## src/rtl/instr_fetch_issue.sv

```systemverilog
// instr_fetch_issue: owns the PC, streams a 1-cycle-latency IMEM into a
// 2-entry buffer and presents the head instruction to decode over valid/ready.
// Redirects from execute clear the buffer and cost one FLUSH cycle.

// Invariant checker for the fetch buffer, instantiated by the top level.
module instr_fetch_issue_chk (
  input logic       clk,
  input logic       rst_n,
  input logic       push,
  input logic       pop,
  input logic [1:0] count,
  input logic       fetch,
  input logic       run
);

  // Credit accounting must keep every returning word inside the two slots
  a_no_overflow: assert property (@(posedge clk) disable iff (!rst_n)
    !(push && !pop && (count == 2'd2)));

  // Occupancy never exceeds the physical depth
  a_count_range: assert property (@(posedge clk) disable iff (!rst_n)
    (count <= 2'd2));

  // IMEM is only strobed while actively running
  a_fetch_in_run: assert property (@(posedge clk) disable iff (!rst_n)
    (fetch |-> run));

endmodule

module instr_fetch_issue #(
  parameter int                INSTR_W  = 24,
  parameter int                ADDR_W   = 10,
  parameter logic [ADDR_W-1:0] RESET_PC = {ADDR_W{1'b0}}
) (
  input  logic               clk,
  input  logic               rst_n,
  input  logic               start,
  output logic               imem_en,
  output logic [ADDR_W-1:0]  imem_addr,
  input  logic [INSTR_W-1:0] imem_rdata,
  output logic               issue_valid,
  input  logic               issue_ready,
  output logic [3:0]         operation,
  output logic               imm,
  output logic [INSTR_W-6:0] payload,
  output logic [ADDR_W-1:0]  issue_pc,
  input  logic               redirect_valid,
  input  logic [ADDR_W-1:0]  redirect_pc
);

  localparam int PAY_W = INSTR_W - 5;

  typedef enum logic [1:0] {
    ST_IDLE  = 2'd0,
    ST_RUN   = 2'd1,
    ST_FLUSH = 2'd2
  } state_t;

  state_t             r_state;
  state_t             w_state_nxt;
  logic [ADDR_W-1:0]  r_pc;
  logic [ADDR_W-1:0]  w_pc_nxt;
  logic               r_inflight;
  logic [ADDR_W-1:0]  r_inflight_pc;

  // Two-slot circular buffer of fetched words and their PCs
  logic [INSTR_W-1:0] r_slot_instr [2];
  logic [ADDR_W-1:0]  r_slot_pc    [2];
  logic               r_rd_ptr;
  logic               w_rd_ptr_nxt;
  logic [1:0]         r_count;
  logic [1:0]         w_count_nxt;

  // Registered copy of the buffer head driving the issue port
  logic               r_issue_valid;
  logic [3:0]         r_operation;
  logic               r_imm;
  logic [PAY_W-1:0]   r_payload;
  logic [ADDR_W-1:0]  r_issue_pc;

  logic               w_run;
  logic               w_flush_now;
  logic               w_pop;
  logic               w_push;
  logic               w_fetch;
  logic               w_wr_idx;
  logic [2:0]         w_occupancy;
  logic               w_head_is_push;
  logic               w_load_head;
  logic [INSTR_W-1:0] w_head_instr;
  logic [ADDR_W-1:0]  w_head_pc;

  assign w_run       = (r_state == ST_RUN);
  // A redirect while running wins over push, pop and fetch this cycle
  assign w_flush_now = w_run & redirect_valid;
  assign w_pop       = (r_count != 2'd0) & issue_ready & ~w_flush_now;
  // The word returning during FLUSH or alongside a redirect is wrong-path
  assign w_push      = r_inflight & (r_state != ST_FLUSH) & ~redirect_valid;
  // A slot freed by this cycle's pop is already usable as fetch credit,
  // which is what lets ready=1 sustain one instruction per cycle
  assign w_occupancy = {1'b0, r_count} + {2'b00, r_inflight} - {2'b00, w_pop};
  assign w_fetch     = w_run & ~redirect_valid & (w_occupancy < 3'd2);
  // With at most one valid entry before the push, the free slot follows the head
  assign w_wr_idx    = r_rd_ptr ^ r_count[0];

  assign imem_en     = w_fetch;
  assign imem_addr   = w_fetch ? r_pc : {ADDR_W{1'b0}};

  assign issue_valid = r_issue_valid;
  assign operation   = r_operation;
  assign imm         = r_imm;
  assign payload     = r_payload;
  assign issue_pc    = r_issue_pc;

  // Next state: IDLE waits for start, a redirect in RUN costs one FLUSH cycle
  always_comb begin
    w_state_nxt = r_state;
    case (r_state)
      ST_IDLE: begin
        if (start) begin
          w_state_nxt = ST_RUN;
        end else begin
          w_state_nxt = ST_IDLE;
        end
      end
      ST_RUN: begin
        if (redirect_valid) begin
          w_state_nxt = ST_FLUSH;
        end else begin
          w_state_nxt = ST_RUN;
        end
      end
      ST_FLUSH: begin
        w_state_nxt = ST_RUN;
      end
      default: begin
        w_state_nxt = ST_IDLE;
      end
    endcase
  end

  // Next PC: redirect target first, otherwise advance (with natural wrap) on fetch
  always_comb begin
    w_pc_nxt = r_pc;
    if (redirect_valid) begin
      w_pc_nxt = redirect_pc;
    end else if (w_fetch) begin
      w_pc_nxt = r_pc + {{(ADDR_W-1){1'b0}}, 1'b1};
    end else begin
      w_pc_nxt = r_pc;
    end
  end

  // Next occupancy and read pointer of the buffer
  always_comb begin
    w_count_nxt  = r_count;
    w_rd_ptr_nxt = r_rd_ptr;
    if (w_flush_now) begin
      w_count_nxt  = 2'd0;
      w_rd_ptr_nxt = 1'b0;
    end else begin
      w_rd_ptr_nxt = r_rd_ptr ^ w_pop;
      case ({w_push, w_pop})
        2'b10:   w_count_nxt = r_count + 2'd1;
        2'b01:   w_count_nxt = r_count - 2'd1;
        default: w_count_nxt = r_count;
      endcase
    end
  end

  // Select what will sit at the buffer head after this edge
  always_comb begin
    w_head_is_push = w_push & (w_wr_idx == w_rd_ptr_nxt);
    w_head_instr   = r_slot_instr[w_rd_ptr_nxt];
    w_head_pc      = r_slot_pc[w_rd_ptr_nxt];
    if (w_head_is_push) begin
      w_head_instr = imem_rdata;
      w_head_pc    = r_inflight_pc;
    end else begin
      w_head_instr = r_slot_instr[w_rd_ptr_nxt];
      w_head_pc    = r_slot_pc[w_rd_ptr_nxt];
    end
    w_load_head = ~w_flush_now & (w_count_nxt != 2'd0);
  end

  // FSM state register
  always_ff @(posedge clk or negedge rst_n) begin
    if (!rst_n) begin
      r_state <= ST_IDLE;
    end else begin
      r_state <= w_state_nxt;
    end
  end

  // PC and in-flight tracking of the outstanding IMEM read
  always_ff @(posedge clk or negedge rst_n) begin
    if (!rst_n) begin
      r_pc          <= RESET_PC;
      r_inflight    <= 1'b0;
      r_inflight_pc <= {ADDR_W{1'b0}};
    end else begin
      r_pc       <= w_pc_nxt;
      r_inflight <= w_fetch;
      if (w_fetch) begin
        r_inflight_pc <= r_pc;
      end
    end
  end

  // Buffer storage: capture returning words with their PC
  always_ff @(posedge clk or negedge rst_n) begin
    if (!rst_n) begin
      for (int i = 0; i < 2; i++) begin
        r_slot_instr[i] <= {INSTR_W{1'b0}};
        r_slot_pc[i]    <= {ADDR_W{1'b0}};
      end
    end else if (w_push) begin
      r_slot_instr[w_wr_idx] <= imem_rdata;
      r_slot_pc[w_wr_idx]    <= r_inflight_pc;
    end
  end

  // Buffer pointer and occupancy
  always_ff @(posedge clk or negedge rst_n) begin
    if (!rst_n) begin
      r_rd_ptr <= 1'b0;
      r_count  <= 2'd0;
    end else begin
      r_rd_ptr <= w_rd_ptr_nxt;
      r_count  <= w_count_nxt;
    end
  end

  // Issue port registers: follow the head, hold last fields when empty
  always_ff @(posedge clk or negedge rst_n) begin
    if (!rst_n) begin
      r_issue_valid <= 1'b0;
      r_operation   <= 4'd0;
      r_imm         <= 1'b0;
      r_payload     <= {PAY_W{1'b0}};
      r_issue_pc    <= {ADDR_W{1'b0}};
    end else begin
      r_issue_valid <= (w_count_nxt != 2'd0);
      if (w_load_head) begin
        r_operation <= w_head_instr[INSTR_W-1:INSTR_W-4];
        r_imm       <= w_head_instr[INSTR_W-5];
        r_payload   <= w_head_instr[PAY_W-1:0];
        r_issue_pc  <= w_head_pc;
      end
    end
  end

  instr_fetch_issue_chk u_chk (
    .clk   (clk),
    .rst_n (rst_n),
    .push  (w_push),
    .pop   (w_pop),
    .count (r_count),
    .fetch (w_fetch),
    .run   (w_run)
  );

endmodule

```

## config.mk

```make
export PLATFORM = sky130hd
export DESIGN_NAME = instr_fetch_issue
export DESIGN_NICKNAME = d
export VERILOG_FILES = /design/src/rtl/instr_fetch_issue.sv
export SDC_FILE = /design/constraint.sdc
export NUM_CORES = 1
export LEC_CHECK = 0
export CORE_ASPECT_RATIO = 1.5
export CORE_MARGIN = 2
export CORE_UTILIZATION = 49
export DETAILED_ROUTE_END_ITERATION = 16
export PLACE_DENSITY_LB_ADDON = 0.3
export SYNTH_ARGS = -nofsm -noshare
export SYNTH_HDL_FRONTEND = slang
export SYNTH_SLANG_ARGS = --single-unit
```

## constraint.sdc

```tcl
create_clock -name clk -period 2.2 [get_ports clk]
set_input_delay 0.22 -clock clk [delete_from_list [all_inputs] [get_ports clk]]
set_output_delay 0.22 -clock clk [all_outputs]
set_load 0.01 [all_outputs]
```

### Yosys cells after proc, flatten, opt, wreduce, memory -nomap -nowiden

Cells that the tools add are included.

* register bits: 129
* latch bits: 0
* RAM bits: 0
* ROM bits: 0
* input port bits: 39
* word-level logic and storage cells: 73
* memories kept: 0

* add/subtract/negate cells: 5
* multiply operators: 0
* div/mod/pow operators: 0
* order comparisons: 4
* equal/unequal tests: 6
* shift operators: 0
* multiplexer cells: 23
* bitwise logic cells: 15
* reduce and logical (&&, ||, !) cells: 5

Operators by type and width (number)
* 2-to-1 mux 24 bit: 5
* 2-to-1 mux 10 bit: 8
* bitwise mux 48 bit: 1
* demux 24 bit (select 1 bit): 1
* bitwise mux 20 bit: 1
* adder 10 x 1 -> 10 bit (second input constant): 1
* demux 10 bit (select 1 bit): 1
* bitwise AND 1 bit: 9
* one-hot mux 2 bit (3 select lines): 1
* nonzero test 2 bit: 3
* equality test 2 x 1 -> 1 bit (second input constant): 2
* equality test 2 bit (second input constant): 2
* greater-or-equal comparator 2 bit (second input constant): 2
* 2-to-1 mux 2 bit: 2
* inverter 1 -> 2 bit: 2
* one-hot mux 2 bit (2 select lines): 1
* adder 2 x 1 -> 3 bit: 1
* < comparator 3 x 2 -> 1 bit (second input constant): 1
* subtractor 3 x 1 -> 3 bit: 1
* adder 2 x 1 -> 2 bit (second input constant): 1
* logical NOT 2 bit: 1
* < comparator 2 x 1 -> 1 bit (second input constant): 1
* 2-to-1 mux 1 bit: 2
* inequality test 2 bit (second input constant): 1
* other kinds (5): 7

### Longest topological paths before layout

* depth after elaboration: 11
* gate-level depth with buffers: 10
* depth with buffers taken out: 10

### Worst setup path after synthesis

Ideal clock, no wire load.

* path kind: register to register
* from: register r_count[0]
* to: register r_pc[7]
* data arrival time: 2.379 ns
* required time: 2.131 ns
* slack: -0.248 ns
* stages on the path, launching flop included: 11
* buffers on the path: 1
* cells stage by stage: dfrtp_1 buf_2 and4b_1 o21ai_0 fa_1 xnor2_1 nand4_1 inv_1 nand2_1 or4_1 nand3_1

* word-level cells in the longest chain between the ends: 7

RTL lines
* from (decl): line 71 `logic [1:0] r_count;`
* from (signal assigned): line 230 `r_count <= w_count_nxt;`
* nonzero test 2 bit: line 96 `assign w_pop = (r_count != 2'd0) & issue_ready & ~w_flush_now;`
* bitwise AND 1 bit (2 in series): line 96
* subtractor 3 x 1 -> 3 bit (*): line 101 `assign w_occupancy = {1'b0, r_count} + {2'b00, r_inflight} - {2'b00, w_pop};`
* < comparator 3 x 2 -> 1 bit (*): line 102 `assign w_fetch = w_run & ~redirect_valid & (w_occupancy < 3'd2);`
* bitwise AND 1 bit (*): line 102
* nonzero test 2 bit (no line) (*)
* to (signal assigned): line 202 `r_pc <= w_pc_nxt;`
* to (decl): line 61 `logic [ADDR_W-1:0] r_pc;`

Every way passes the cells marked *; elsewhere a longest branch is shown, timed or not.
A chain may end at the register's enable or synchronous reset.

### Worst setup path after layout

* from: register r_state[1]
* to: register r_pc[4]

* word-level cells in the longest chain between the ends: 8

RTL lines
* from (decl): line 59 `state_t r_state;`
* from (signal assigned): line 191 `r_state <= w_state_nxt;`
* equality test 2 x 1 -> 1 bit (*): line 93 `assign w_run = (r_state == ST_RUN);`
* bitwise AND 1 bit: line 95 `assign w_flush_now = w_run & redirect_valid;`
* inverter 1 bit: line 96
* bitwise AND 1 bit: line 96
* subtractor 3 x 1 -> 3 bit: line 101
* < comparator 3 x 2 -> 1 bit: line 102
* bitwise AND 1 bit (*): line 102
* nonzero test 2 bit (no line) (*)

Marked as above.

==> results.cfg <==
[status]
run_status = finished, violations left
failing_checks = negative setup slack

[yosys]
synth.top_cells.by_area = dfrtp_1, nand2_1, mux2_2
yosysWarnings = 0
yosysTopAreaCell = dfrtp_1
ys_async_sr_fraction_pct = 100
number_of_nets_in_the_synthesized_netlist = 593
yosys_most_used_dff = dfrtp_1
synth_enable_flop_cells = 0
ys_seq_area_share_pct = 56.4
netlist_instances = 552
ys_top_cells_by_count = nand2_1, dfrtp_1, nand3_1
ys_types = 45
yosys.cell_count.top_type = nand2_1
synth_top_area_share_pct = 56.4
synth_seq_cells = 129
netlist_area_sq_um = 5730
syn_area_per_cell_sq_um = 10.4

[sta]
post-route-period-util_pct = 131
final_max_slew_viol_count = 0
hold-worst-slack_ns = 0.352
worst_margin_pin_slew_ns = 0.597
layout_setup_ws_ns = -0.673
fmax_mhz = 348
timing.clock.skew_ns = 0.00388
rsz0062_at_grt = true
period_needed_ns = 2.87
relSlewSlack_pct = 60.2
setup_viol_count_final = 32
finalHoldViolCount = 0
tns_ns = -14.89

[clock_tree]
tritoncts = built
cts_num_sinks = 129
cts_inserted_buffers = 17
cts-root-buf = clkbuf_16
clkTransAtPathRegs_ns = 0.06
h-tree-depth = 4
clock_tree.buffer_depth = 2
clock_insertion_delay_worst_skew_ns = 0.41

[worst_setup_path]
timing.critical_path.to_type = flip-flop
data_arrival_time_of_the_worst_path_ns = 3.18
worstSetupPathType = reg2reg
critical_path.startpoint_type = flip-flop
worst-endpoint-required_ns = 2.50
timing.reg2reg.worst_path_depth = 14
crit_path_max_fo = 6

[die]
die_area_sq_um = 12600
core.rowCount = 48
floorplan.initialDensity_pct = 49.9
core_region_area_sq_um = 11500
dieWidth_um = 92.3
ioPinCount = 85
dieHeight_um = 136

[placement]
count_of_input_and_output_buffers = 84
place.gp.congestion = 0.775
dp_worst_setup_slack_ns = -0.876
dpl.hpwl_um = 9250

[pwr]
power.leakage_nw = 3.56
ir_drop_uv = 702
fin_total_pwr_mw = 10.9
cellPowerDensity_nw_per_um2 = 1380

[detailed_routing]
wl_met3_um = 823
route.layer.met1.wl_um = 5680
drc_errors = 0
dr_total_vias = 4806
drt_iter0_drc = 181
vias_per_cell = 5.72
detailroute.wirelength.met2_um = 8140
dr.max_layer_used = met4
first_pass_iters = 4
wl_um = 15100
route.detailed.wl_per_inst_um = 17.9
drt.antenna.violating_nets = 0

[grt]
globalRoute.totalOverflow = 0
grt_pass1_vias = 5124
grt_pass1_wl_um = 24800
grt_antenna_before_repair = 0
global_route.usage.total_pct = 25.3
pin_count_of_the_biggest_net_entering_global_routing = 69

[layout]
fin_nets = 718
final_layout_size_suffix_gt1_share_pct = 23.5
final_core_utilization_pct = 69.1
syn2layout_area_growth_pct = 38.4
n_fill_cell = 835
antenna_cells_inserted = 0

[hold_path]
min_path_type = in2async

[flow_run]
maxCapViolations = 0
==> area by class of cell <==
cell class | count | area (sq um) | area share (%)
clock buffers | 22 | 464 | 5.86
clock inverters | 10 | 134 | 1.69
inverters | 5 | 21.3 | 0.268
multi-input cells | 382 | 2420 | 30.5
flip-flops and latches | 129 | 3230 | 40.7
well taps | 150 | 188 | 2.37
repair buffers | 141 | 1460 | 18.4
repair inverters | 1 | 7.51 | 0.0948
==> where the power goes <==
group / switching, mW / leakage [nW] / total (mW) / internal [mW]
sequential: 0.623 / 1.61 / 4.08 / 3.45
combinational: 1.88 / 1.66 / 4.03 / 2.15
clock: 0.999 / 0.290 / 2.83 / 1.83
total: 3.50 / 3.56 / 10.9 / 7.44
==> sequential cells by signal (all words and copies together) (netlist names) <==
name	count
imm	1
issue_pc	10
issue_valid	1
operation	4
payload	19
r_count	2
r_inflight	1
r_inflight_pc	10
r_pc	10
r_rd_ptr	1
r_slot_instr	48
r_slot_pc	20
r_state	2
==> kinds of logic (layout without fill, tap and decap cells) <==
logic type	Yosys count	in the layout	synth area share (%)
xor gates and xnor gates	6	6	0.918
muxes	34	34	6.69
AOI/OAI and AO/OA	105	105	14.2
buffers and inverters	41	179	3.04
adders and majority gates	2	2	0.568
DFF	129	129	56.4
and+or+nand+nor	235	235	18.2
==> final timing paths <==
| kind | end | from | slack [ns] |
|---|---|---|---|
| min in group clk | r_pc[0]$_DFFE_PN0P_ | redirect_pc[0] | 0.38 |
| min reg2reg | r_slot_pc[16]$_DFFE_PN0P_ | r_slot_pc[16]$_DFFE_PN0P_ | 0.46 |
| max reg2reg | r_pc[4]$_DFFE_PN0P_ | r_state[1]$_DFF_PN0_ | -0.67 |
| max in group asynchronous | payload[15]$_DFFE_PN0P_ | rst_n | 1.14 |
| max | r_pc[4]$_DFFE_PN0P_ | r_state[1]$_DFF_PN0_ | -0.67 |
| min | payload[9]$_DFFE_PN0P_ | rst_n | 0.35 |
==> layer usage <==
| layer | vias to the layer above | track usage (%) |
|---|---|---|
| met4 | 0 | 11.4 |
| met1 | 2407 | 28.4 |
| met2 | 161 | 45.1 |
| met5 | - | 0 |
| li1 | 2197 | - |
| met3 | 41 | 6.26 |
==> repair_timing <==
item                       in CTS  in global routing
gates cloned                    2                  0
hold endpoints to repair       39                  0
hold buffers                    1                  0
pin swaps                      20                 11
buffers inserted               11                  2
setup endpoints to repair      31                 32
resized for setup              79                  9
==> worst max-delay path, cell delays in order (launching register included) <==
cell and delay, ns:
dfrtp_1 0.38, nand3b_1 0.22, and4b_2 0.30, o21ai_2 0.13, fa_2 0.45, nand4_1 0.12
buf_6 0.14, clkinvlp_4 0.15, buf_6 0.16, buf_6 0.11, buf_6 0.11, nor2_4 0.19
buf_4 0.16, o21ai_2 0.06, o311ai_1 0.08
==> placed cells by master, fill, tap and decap left out, drive strengths merged, types with 8 or more instances in the layout <==
master / Yosys / final
clkdlybuf4s50: 0 / 72
a21o: 11 / 11
nand3: 40 / 40
o21ai: 10 / 10
dfrtp: 129 / 129
mux2: 34 / 34
and2: 8 / 8
nand2: 151 / 151
o2111ai: 33 / 33
o21a: 33 / 33
buf: 17 / 63
nor2: 15 / 15
clkbuf: 19 / 22
==> metrics by stage <==
| step | cells | cell area, sq um |
|---|---|---|
| global placement | 794 | 7070 |
| finish | 840 | 7920 |
| detailed placement | 794 | 7070 |
| CTS | 840 | 7910 |
| floorplan | 552 | 5760 |
| global route | 840 | 7920 |
No activity file was read; power rests on OpenSTA's default activity.
